`config.mk`:
```
export PLATFORM = sky130hd
export DESIGN_NAME = sha256_msg_padder
export DESIGN_NICKNAME = d
export VERILOG_FILES = /design/src/rtl/sha256_pkg.sv /design/src/rtl/sha256_pad_word_mask.sv /design/src/rtl/sha256_msg_padder.sv
export SDC_FILE = /design/constraint.sdc
export NUM_CORES = 1
export LEC_CHECK = 0
export ABC_AREA = 0
export CAP_MARGIN = 40
export CELL_PAD_IN_SITES_DETAIL_PLACEMENT = 2
export CELL_PAD_IN_SITES_GLOBAL_PLACEMENT = 2
export CORE_ASPECT_RATIO = 0.6
export CORE_UTILIZATION = 32
export DETAILED_ROUTE_END_ITERATION = 16
export HOLD_SLACK_MARGIN = 0.1
export PLACE_DENSITY_LB_ADDON = 0.1
export SYNTH_ARGS = -nofsm -noshare
export SYNTH_HDL_FRONTEND = slang
export SYNTH_SLANG_ARGS = --single-unit
```
`constraint.sdc`:
```
create_clock -name clk -period 6.8 [get_ports clk]
set_input_delay 1.36 -clock clk [delete_from_list [all_inputs] [get_ports clk]]
set_output_delay 1.36 -clock clk [all_outputs]
set_load 0.05 [all_outputs]
```
`src/rtl/sha256_pkg.sv`:
```
// Shared types and constants for the SHA256 message padder.
// Block word w lives at packed slot 15-w so that word 0 lands in [511:480].
package sha256_pkg;

    localparam int BLK_W         = 512;
    localparam int WORD_W        = 32;
    localparam int WORDS_PER_BLK = 16;
    localparam int LEN_FIELD_W   = 64;
    localparam logic [7:0] PAD_BYTE = 8'h80;

    typedef enum logic [1:0] {
        FILL,
        PAD,
        LEN,
        SEND
    } state_e;

    typedef struct packed {
        logic [WORDS_PER_BLK-1:0][WORD_W-1:0] data;
        logic                                 first;
        logic                                 last;
    } blk_t;

    function automatic logic [3:0] word_slot(input logic [3:0] wordIdx);
        return ~wordIdx;
    endfunction

endpackage

```
`src/rtl/sha256_pad_word_mask.sv`:
```
// Tail-word shaping: keeps the first nbytes bytes, inserts the 0x80 pad byte, zeroes the rest.
// SHA256_PAD_BYTE_SWAP_EN selects little-endian input byte order.
module sha256_pad_word_mask
    import sha256_pkg::*;
(
    input  logic [WORD_W-1:0] word_i,
    input  logic [2:0]        nbytes_i,
    output logic [WORD_W-1:0] swapped_o,
    output logic [WORD_W-1:0] padded_o
);

`ifdef SHA256_PAD_BYTE_SWAP_EN
    assign swapped_o = {word_i[7:0], word_i[15:8], word_i[23:16], word_i[31:24]};
`else
    assign swapped_o = word_i;
`endif

    always_comb begin
        padded_o = '0;
        for (int b = 0; b < 4; b++) begin
            if (3'(b) < nbytes_i) begin
                padded_o[31-8*b -: 8] = swapped_o[31-8*b -: 8];
            end else if (3'(b) == nbytes_i) begin
                padded_o[31-8*b -: 8] = PAD_BYTE;
            end
        end
    end

endmodule

```
`src/rtl/sha256_msg_padder.sv`:
```
// FIPS 180-4 message padder: 32-bit word stream in, 512-bit blocks with first/last flags out.
// Optional SHA256_PAD_BYTE_SWAP_EN takes input bytes little-endian (handled in the word mask).
module sha256_msg_padder
    import sha256_pkg::*;
#(
    parameter int LEN_W = 64
) (
    input  logic             clk,
    input  logic             rst,
    input  logic             in_vld,
    output logic             in_rdy,
    input  logic [31:0]      in_data,
    input  logic             in_last,
    input  logic [2:0]       in_nbytes,
    output logic             blk_vld,
    input  logic             blk_rdy,
    output logic [BLK_W-1:0] blk_data,
    output logic             blk_first,
    output logic             blk_last,
    output logic             busy
);

    state_e                 state_q;
    state_e                 origin_q;
    logic [4:0]             wptr_q;
    logic [LEN_W-1:0]       len_q;
    logic                   first_pend_q;
    logic                   pad_pend_q;
    logic                   in_rdy_q;
    logic                   blk_vld_q;
    blk_t                   blk_q;

    logic [WORD_W-1:0]      swappedWord;
    logic [WORD_W-1:0]      paddedWord;
    logic [WORD_W-1:0]      in_word_d;
    logic [LEN_FIELD_W-1:0] lenField;
    logic                   accept;
    logic                   skipWord;

    sha256_pad_word_mask u_mask (
        .word_i    (in_data),
        .nbytes_i  (in_nbytes),
        .swapped_o (swappedWord),
        .padded_o  (paddedWord)
    );

    assign accept    = in_vld && in_rdy_q;
    assign skipWord  = (in_nbytes == 3'd0) && !in_last;
    assign in_word_d = (in_last && in_nbytes < 3'd4) ? paddedWord : swappedWord;
    assign lenField  = LEN_FIELD_W'(len_q);

    always_ff @(posedge clk) begin
        if (rst) begin
            state_q      <= FILL;
            origin_q     <= FILL;
            wptr_q       <= '0;
            len_q        <= '0;
            first_pend_q <= 1'b1;
            pad_pend_q   <= 1'b0;
            in_rdy_q     <= 1'b0;
            blk_vld_q    <= 1'b0;
            blk_q        <= '0;
        end else begin
            case (state_q)
                FILL: begin
                    in_rdy_q <= 1'b1;
                    if (accept && !skipWord) begin
                        blk_q.data[word_slot(wptr_q[3:0])] <= in_word_d;
                        wptr_q <= wptr_q + 5'd1;
                        len_q  <= len_q + LEN_W'({in_nbytes, 3'b000});
                        if (in_last) begin
                            pad_pend_q <= (in_nbytes >= 3'd4);
                            state_q    <= PAD;
                            in_rdy_q   <= 1'b0;
                        end else if (wptr_q == 5'd15) begin
                            state_q     <= SEND;
                            origin_q    <= FILL;
                            blk_vld_q   <= 1'b1;
                            blk_q.first <= first_pend_q;
                            blk_q.last  <= 1'b0;
                            in_rdy_q    <= 1'b0;
                        end
                    end
                end
                PAD: begin
                    if (wptr_q[4]) begin
                        state_q     <= SEND;
                        origin_q    <= PAD;
                        blk_vld_q   <= 1'b1;
                        blk_q.first <= first_pend_q;
                        blk_q.last  <= 1'b0;
                    end else if (wptr_q <= 5'd14 && !pad_pend_q) begin
                        state_q <= LEN;
                    end else begin
                        blk_q.data[word_slot(wptr_q[3:0])] <=
                            pad_pend_q ? {PAD_BYTE, 24'h0} : '0;
                        pad_pend_q <= 1'b0;
                        wptr_q     <= wptr_q + 5'd1;
                    end
                end
                LEN: begin
                    blk_q.data[word_slot(4'd14)] <= lenField[63:32];
                    blk_q.data[word_slot(4'd15)] <= lenField[31:0];
                    state_q     <= SEND;
                    blk_vld_q   <= 1'b1;
                    blk_q.first <= first_pend_q;
                    blk_q.last  <= 1'b1;
                end
                SEND: begin
                    if (blk_rdy) begin
                        blk_vld_q    <= 1'b0;
                        blk_q        <= '0;
                        wptr_q       <= '0;
                        first_pend_q <= 1'b0;
                        if (blk_q.last) begin
                            len_q        <= '0;
                            first_pend_q <= 1'b1;
                            state_q      <= FILL;
                            in_rdy_q     <= 1'b1;
                        end else begin
                            state_q  <= origin_q;
                            in_rdy_q <= (origin_q == FILL);
                        end
                    end
                end
                default: state_q <= FILL;
            endcase
        end
    end

    assign in_rdy    = in_rdy_q;
    assign blk_vld   = blk_vld_q;
    assign blk_data  = blk_q.data;
    assign blk_first = blk_q.first;
    assign blk_last  = blk_q.last;
    assign busy      = !(state_q == FILL && wptr_q == 5'd0 && !pad_pend_q);

endmodule

```
==> summary by stage <==
Clock tree
The cell chosen for the clock root is clkbuf_16. The count of buffers added by post-CTS timing repair for setup is 0. The clock net in this run drives a total of just under 600 sinks. In this run, post-CTS hold repair placed 0 buffers. Clock-pin slew was measured on the worst setup and hold paths at roughly 0.06 ns. The number of clock buffers added by TritonCTS is between 50 and 60. The clock passes through at most 3 buffers. Post-CTS repair changed the size of 0 cells. The later pin in the worst-skew pair is clocked with a latency of approximately 0.66 ns. CTS built an H-tree with a depth of 2.

TritonCTS built the clock tree.

Worst setup path
The startpoint type of the worst setup path is a register. The worst setup path is of the reg2out kind. The worst register-to-register path begins at wptr_q[0]. The largest fanout on the critical path is 15. The worst setup path is captured at an output port. The number of cells on the worst reg-to-reg path is 9. The worst reg-to-reg setup slack is about 3.1 ns.

The launch point of the worst path is wptr_q[2]. The end point of the critical path is busy. The end of the worst register-to-register path is blk_data[172].

For the worst setup path, the data required time is roughly 5.4 ns. Data arrives at the worst endpoint at 3.03 ns.

Layout
The non-filler instance count after layout is 3434. The filler cells instantiated in the layout total ~6600. The fraction of final layout cells with drive strength greater than 1 is about 8.8%. The net count of the finished layout is between 2000 and 3000. The final cell utilization of the core is approximately 46%.

The area added between synthesis and finish is 41.7%. In the final layout, flip-flops and latches occupy ~12000 um^2. The multi-input combinational cells in the finished layout cover a total of ~8800 um^2.

STA
Across all setup checks in the final design, the least slack found is ~2.4 ns. The final period utilization is between 60 and 70%. Setup repair after global routing left no endpoint under its margin. The worst path needs 4.39 ns of the cycle, external delays included.

The final max-slew violation count is 0. Timing would allow up to between 0.2 and 0.25 GHz. At the pin with the least slew margin, the transition time is around 0.9 ns. The worst pin sits at a relative slew slack of between 30% and 40%. Adding up every negative setup slack in the final design gives 0 ns. Setup violations remaining at the end of the flow were counted as 0. The clock arrives with ~0.045 ns of skew. The hold violation count in the final report was 0.

Route
The first detailed-routing pass ran for 5 iterations. The number of nets with antenna violations after detailed routing is 0. The wire length after detailed routing is roughly 110000 um.

The via-per-instance ratio is around 5.9. The routed layout has 20210 vias. In the routed design, unresolved DRC markers number 0. The detailed-route wire length per cell is between 30 and 40 um. The iteration-0 DRC count of the detailed router is approximately 1500.

Global route
The first global-routing pass estimated 152000 um of wire. The maximum number of pins on one net before global-route repair is 68. The initial antenna violation count is 4. The number of global-route vias before repair came to between 20000 and 25000.

Global routing used just over 30% of the available tracks. The total overflow left after global routing is 0.

Pwr
In this run the power density over the cells is a little over 300 nW/um^2. VDD sags by at most 0.189 mV. Summed over all cells, the static leakage comes to 10.5 nW.

Place
Once detailed placement completed, the half-perimeter wirelength came to between 70000 and 80000 um. The final weighted congestion in routability-driven placement is about 0.87. Buffers placed on the I/O ports in this run total between 500 and 600. The number of placed instances, taps included, is around 3300. The worst slack after detailed placement is between 2 and 2.5 ns.

Synth
The number of synthesized flops with an enable pin is 0. The netlist area before placement is 21100 um^2. The number of nets produced by synthesis is 2082. The synthesized design spends more area on one cell type than any other, namely dfxtp_1. The fraction of post-synthesis cell area in the top cell type by area is between 50% and 60%.

Synthesis produced a netlist whose cell count is 2029. In the synthesized netlist the dominant register cell turns out to be dfxtp_1. The synthesized design contains ~590 register bits. Yosys mapped the design onto 58 distinct sky130hd cell types. Sorting the synthesized cells by area gives the leading types as dfxtp_1, a22o_1, o2bb2ai_1, clkbuf_1, nand2_1. For this run, asynchronously set or reset flops after synthesis account for 0%. After synthesis, the mean cell area works out to about 10 um^2.

Yosys printed 0 warnings. Sequential cells were found to cover 55.6% of the synthesized design area.

Outcome
The run finished with clean final reports.

Floorplan
After floorplanning, the core was divided into 72 placement rows. The horizontal die dimension is around 330 um. For this configuration, the core starts out at a cell density of between 30% and 40%. The floorplan step defined a core boundary enclosing about 65000 um^2. The overall die height is 201 um. The I/O pin count is roughly 560. The die covers ~67000 um^2.

Job
The max-capacitance violation count is 0.

Hold path
The class of the most critical hold timing path is reg2reg.
-- registers in the layout (all words and copies together), names as in the netlist --
| register | flops |
|---|---|
| blk_data | 512 |
| lenField | 61 |
| wptr_q | 5 |
| state_q | 2 |
| blk_first | 1 |
| blk_last | 1 |
| blk_vld | 1 |
| first_pend_q | 1 |
| in_rdy | 1 |
| origin_q | 1 |
| pad_pend_q | 1 |
-- cell usage in the layout, fill, tap and decap left out, drive strengths merged, types with 13 or more instances in the layout --
cell type	Yosys	routed
dfxtp	587	587
clkdlybuf4s50	0	555
a22o	317	317
nand2	122	122
o2bb2ai	118	118
nor2	116	116
a21oi	85	85
buf	32	82
clkbuf	156	76
o21ai	59	59
a22oi	58	58
or4	43	43
a32o	41	41
nand3	37	37
o31ai	37	37
nand4	35	35
clkinv	0	23
and2	18	18
inv	14	16
nor2b	16	16
or3	13	13
-- how the worst min path moves through the flow --
stage,startpoint,endpoint,slack [ns],depth (start not counted)
final,blk_data[0],blk_data[0],0.47,2
after detailed placement,blk_data[398],blk_data[398],0.45,1
after global routing,blk_data[200],blk_data[200],0.48,1
after CTS,blk_data[0],blk_data[0],0.47,2
after global placement,blk_data[388],blk_data[388],0.44,1
after floorplan,first_pend_q,first_pend_q,0.44,2
-- layer usage --
layer  vias to the layer above  track usage [%]  share of wire (%)
li1                       8713                -                  -
met2                       731             47.0                 44
met4                         0             11.3                3.7
met1                     10592             43.0                 46
met5                         -                0                  0
met3                       174             5.35                6.6
-- metrics by stage --
| step | hold slack (ns) | area [um^2] | total power, W |
|---|---|---|---|
| 6_report | 0.466 | 30000 | 0.00916 |
| 5_1_grt | 0.481 | 30000 | 0.00946 |
| 4_1_cts | 0.467 | 29900 | 0.00919 |
| 3_5_place_dp | 0.446 | 28100 | 0.00601 |
| 3_3_place_gp | 0.443 | 27600 | 0.00589 |
| 2_1_floorplan | 0.440 | 21100 | 0.00498 |
-- logic make-up (layout without fill, tap and decap cells) --
kind of cell | Yosys count | in the layout | synth area share, %
DFF | 587 | 587 | 55.6
and+or+nand+nor | 468 | 468 | 11.2
muxes | 8 | 8 | 0.396
xor gates and xnor gates | 8 | 8 | 0.331
adders and majority gates | 13 | 13 | 0.805
AOI/OAI and AO/OA | 743 | 743 | 27.9
buffers and inverters | 202 | 755 | 3.76
other | 0 | 1 | 0
-- area by class of cell --
type | instances | share of cell area (%)
Antenna cell | 1 | 0.00835
Clock buffer | 76 | 5.40
Clock inverter | 28 | 0.714
Inverter | 14 | 0.175
Multi-Input combinational cell | 1240 | 29.4
Sequential cell | 587 | 39.2
Tap cell | 851 | 3.55
Timing Repair Buffer | 637 | 21.5
-- power by group --
part	leakage, nW	internal (W)	switching (W)
Combinational	4.88	0.000598	0.00170
Clock	0.923	0.00172	0.00147
Sequential	4.73	0.00357	0.000105
Total	10.5	0.00588	0.00328
-- synth_stat cells (13+ instances only) --
cell type,n
a22o_1,317
a22oi_1,58
and2_1,13
o31ai_1,37
or4_1,43
o2bb2ai_1,118
a32o_1,41
o21ai_0,57
nor2_1,115
nor2b_1,15
nand2_1,122
dfxtp_1,587
nand3_1,37
clkbuf_1,156
nand4_1,35
buf_2,23
a21oi_1,85
inv_1,14
or3_1,13
-- critical path, cell delays in order (launching register included) --
cell and delay (ns):
dfxtp_1 0.47, nor2_1 0.52, and2_1 0.41, nand3_1 0.23, clkdlybuf4s50_1 0.76
(Power assumes the default switching activity.)
==> RTL edit (config.mk and constraints unchanged) <==
Set the parameter `LEN_W` to 128 (it was 64).
--- a/src/rtl/sha256_msg_padder.sv
+++ b/src/rtl/sha256_msg_padder.sv
@@ -5,3 +5,3 @@
 #(
-    parameter int LEN_W = 64
+    parameter int LEN_W = 128
 ) (
Check against the original RTL: not settled (the Yosys comparison gave no result); the edit may change what the design does.
==> RTL edit against the original RTL <==
Area after synthesis grew 0.59%; total power is 0.73% higher; non-clock buffer count is 20 lower; design area is 0.49% higher; sequential share of layout area is 0.19 points lower; register-to-register slack improved by 0.07 ns; routed wire length fell by 5.8%; clock skew is 0.020 ns lower; sequential cell count unchanged; worst setup slack better by 0.13 ns; combinational power shrank 8.7%; core utilization is 0.099 points higher; cell count down 0.12%; critical endpoint is now len_q[61]$_SDFFE_PP0P_.
==> RTL edit: results (changes against the original RTL) <==
* Status: complete, no violations
* Post-DP Area at 28100 µm² (unchanged)
* Post-CTS setup buffers at 0 (unchanged)
* CTS root buf: clkbuf_16
* Largest net degree at the start of global routing at 60 (-12%)
* Worst-Skew Late Latency at 0.64 ns (-0.02 ns)
* Min-Delay Path Class: register to register
* Sequential cell area fraction in the yosys report at 55.2% (-0.32 points)
* Via density at 5.67 (-3.6%)
* DP HPWL at 73.6 mm (-4.7%)
* Worst r2r src: wptr_q[0]$_SDFFE_PP0P_
* Netlist cell types at 70 (+21%)
* Layout cell share with drive strength beyond 1 at 8.42% (-0.33 points)
* Drt first pass iters at 5 (unchanged)
* Vias in the first global route at 20263 (-1.1%)
* Gpl congestion at 0.877 (+1.4%)
* Maximum root-to-sink buffer count at 3 (unchanged)
* Final #Nets at 2551 (-1.5%)
* Buffers on Ports at 556 (unchanged)
* Pre-CTS WS at 1.98 ns (-0.161 ns)
* DR iter-0 viols at 1222 (-17%)
* Worst Setup SP: in_nbytes[0]
* Max reg flops at 512 (unchanged)
* CP max FO at 19 (+4)
* Asr flop ratio synth at 0% (unchanged)
* Post-route insts no fill at 3430 (-0.12%)
* Placed Instances at 3327 (-0.030%)
* H-Tree Depth at 2 (unchanged)
* Hold Path Origin: blk_data[348]$_SDFFE_PP0P_
* Worst Path Arrival at 4.82 ns (+1.79 ns)
* First-pass GRT wire length at 145 mm (-4.3%)
* Synth warn at 0 (unchanged)
* Reg clk slew, reported paths at 0.07 ns
* Post-synth top cells: 587 x dfxtp_1, 325 x o2bb2ai_1, 115 x clkbuf_1, 112 x nor2_1, 105 x nand2_1
* Initial antenna violation count at 0 (-4)
* Top cells by area, synth: dfxtp_1 55%, o2bb2ai_1 13%, a22o_1 3.5%, a32o_1 2.9%, a22oi_1 2.2%
* Synth Net Count at 2068 (-0.67%)
* Max VDD drop at 0.000192 V (+1.5%)
* Post-Syn Area per Cell at 10.6 µm² (+1.3%)
* Gr usage total at 28.8% (-1.9 points)
* CTS buffer count at 56 (-1.8%)
* WL per Instance at 29.2 µm (-5.6%)
* Final Skew at 0.0253 ns (-0.0196 ns)
* Leak pwr at 10.2 nW (-3.1%)
* CTS resizes at 0 (unchanged)
* Rel. slew slack at 37.4% (-1.4 points)
RTL edit: cell types whose count changed in the layout (fill, tap and decap cells not counted), sizes merged, moves of 13 or more:
cell and change:
a21o +14, a21oi -13, a22o -231, a32o +21, buf -20, nand2 -14, o2bb2ai +207, or4 -17
RTL edit: final cells by class:
cell class                 instances  area (µm²)
inverter                          22        82.6
clock buffer                      72        1580
tap                              888        1110
fill                            6610       34900
sequential                       587       11800
timing repair buffer             617        6380
antenna                            1        2.50
multi-input combinational       1214        8800
clock inverter                    29         407
RTL edit: final timing paths:
kind	endpoint	cells after the start	slack (ns)
worst min-delay path	blk_data[348]$_SDFFE_PP0P_	1	0.46
worst max register to register	blk_data[492]$_SDFFE_PP0P_	9	3.18
worst max-delay path	len_q[61]$_SDFFE_PP0P_	9	2.54
worst min register to register	blk_data[348]$_SDFFE_PP0P_	1	0.46
RTL edit: logic make-up after synthesis:
family          after synthesis  share of synthesized area (%)
simple gates                430                           10.4
flops                       587                           55.2
compound gates              746                           28.4
mux                           6                          0.300
buf+inv                     214                           4.14
fa+ha+maj                    13                          0.800
xor+xnor                     19                          0.782
RTL edit: metrics by stage:
step,hold slack (ns),power (mW)
global placement,0.445,5.66
finish,0.464,9.23
global route,0.476,9.52
CTS,0.466,9.26
floorplan,0.435,4.93
detailed placement,0.445,5.80
RTL edit: report_power, final:
part           leakage, nW  switching [mW]  internal, mW
registers             4.73           0.100          3.56
logic                 4.49            1.52         0.578
clock network        0.993            1.48          1.99
RTL edit: worst max-delay path, cell delays in order:
cell and delay (ns):
clkdlybuf4s50_1 0.67, ha_1 0.25, inv_1 0.06, fa_1 0.37, nor2b_1 0.36, o21a_1 0.21
nand3_1 0.60, or4_1 0.74, a21oi_1 0.18
RTL edit: routing by layer:
metal | up-vias | GRT usage [%] | wire [µm]
li1 | 8599 | - | -
met1 | 10108 | 39.3 | 45100
met2 | 605 | 45.5 | 45600
met3 | 147 | 5.22 | 5960
met5 | - | 0 | 0
met4 | 0 | 9.87 | 3430
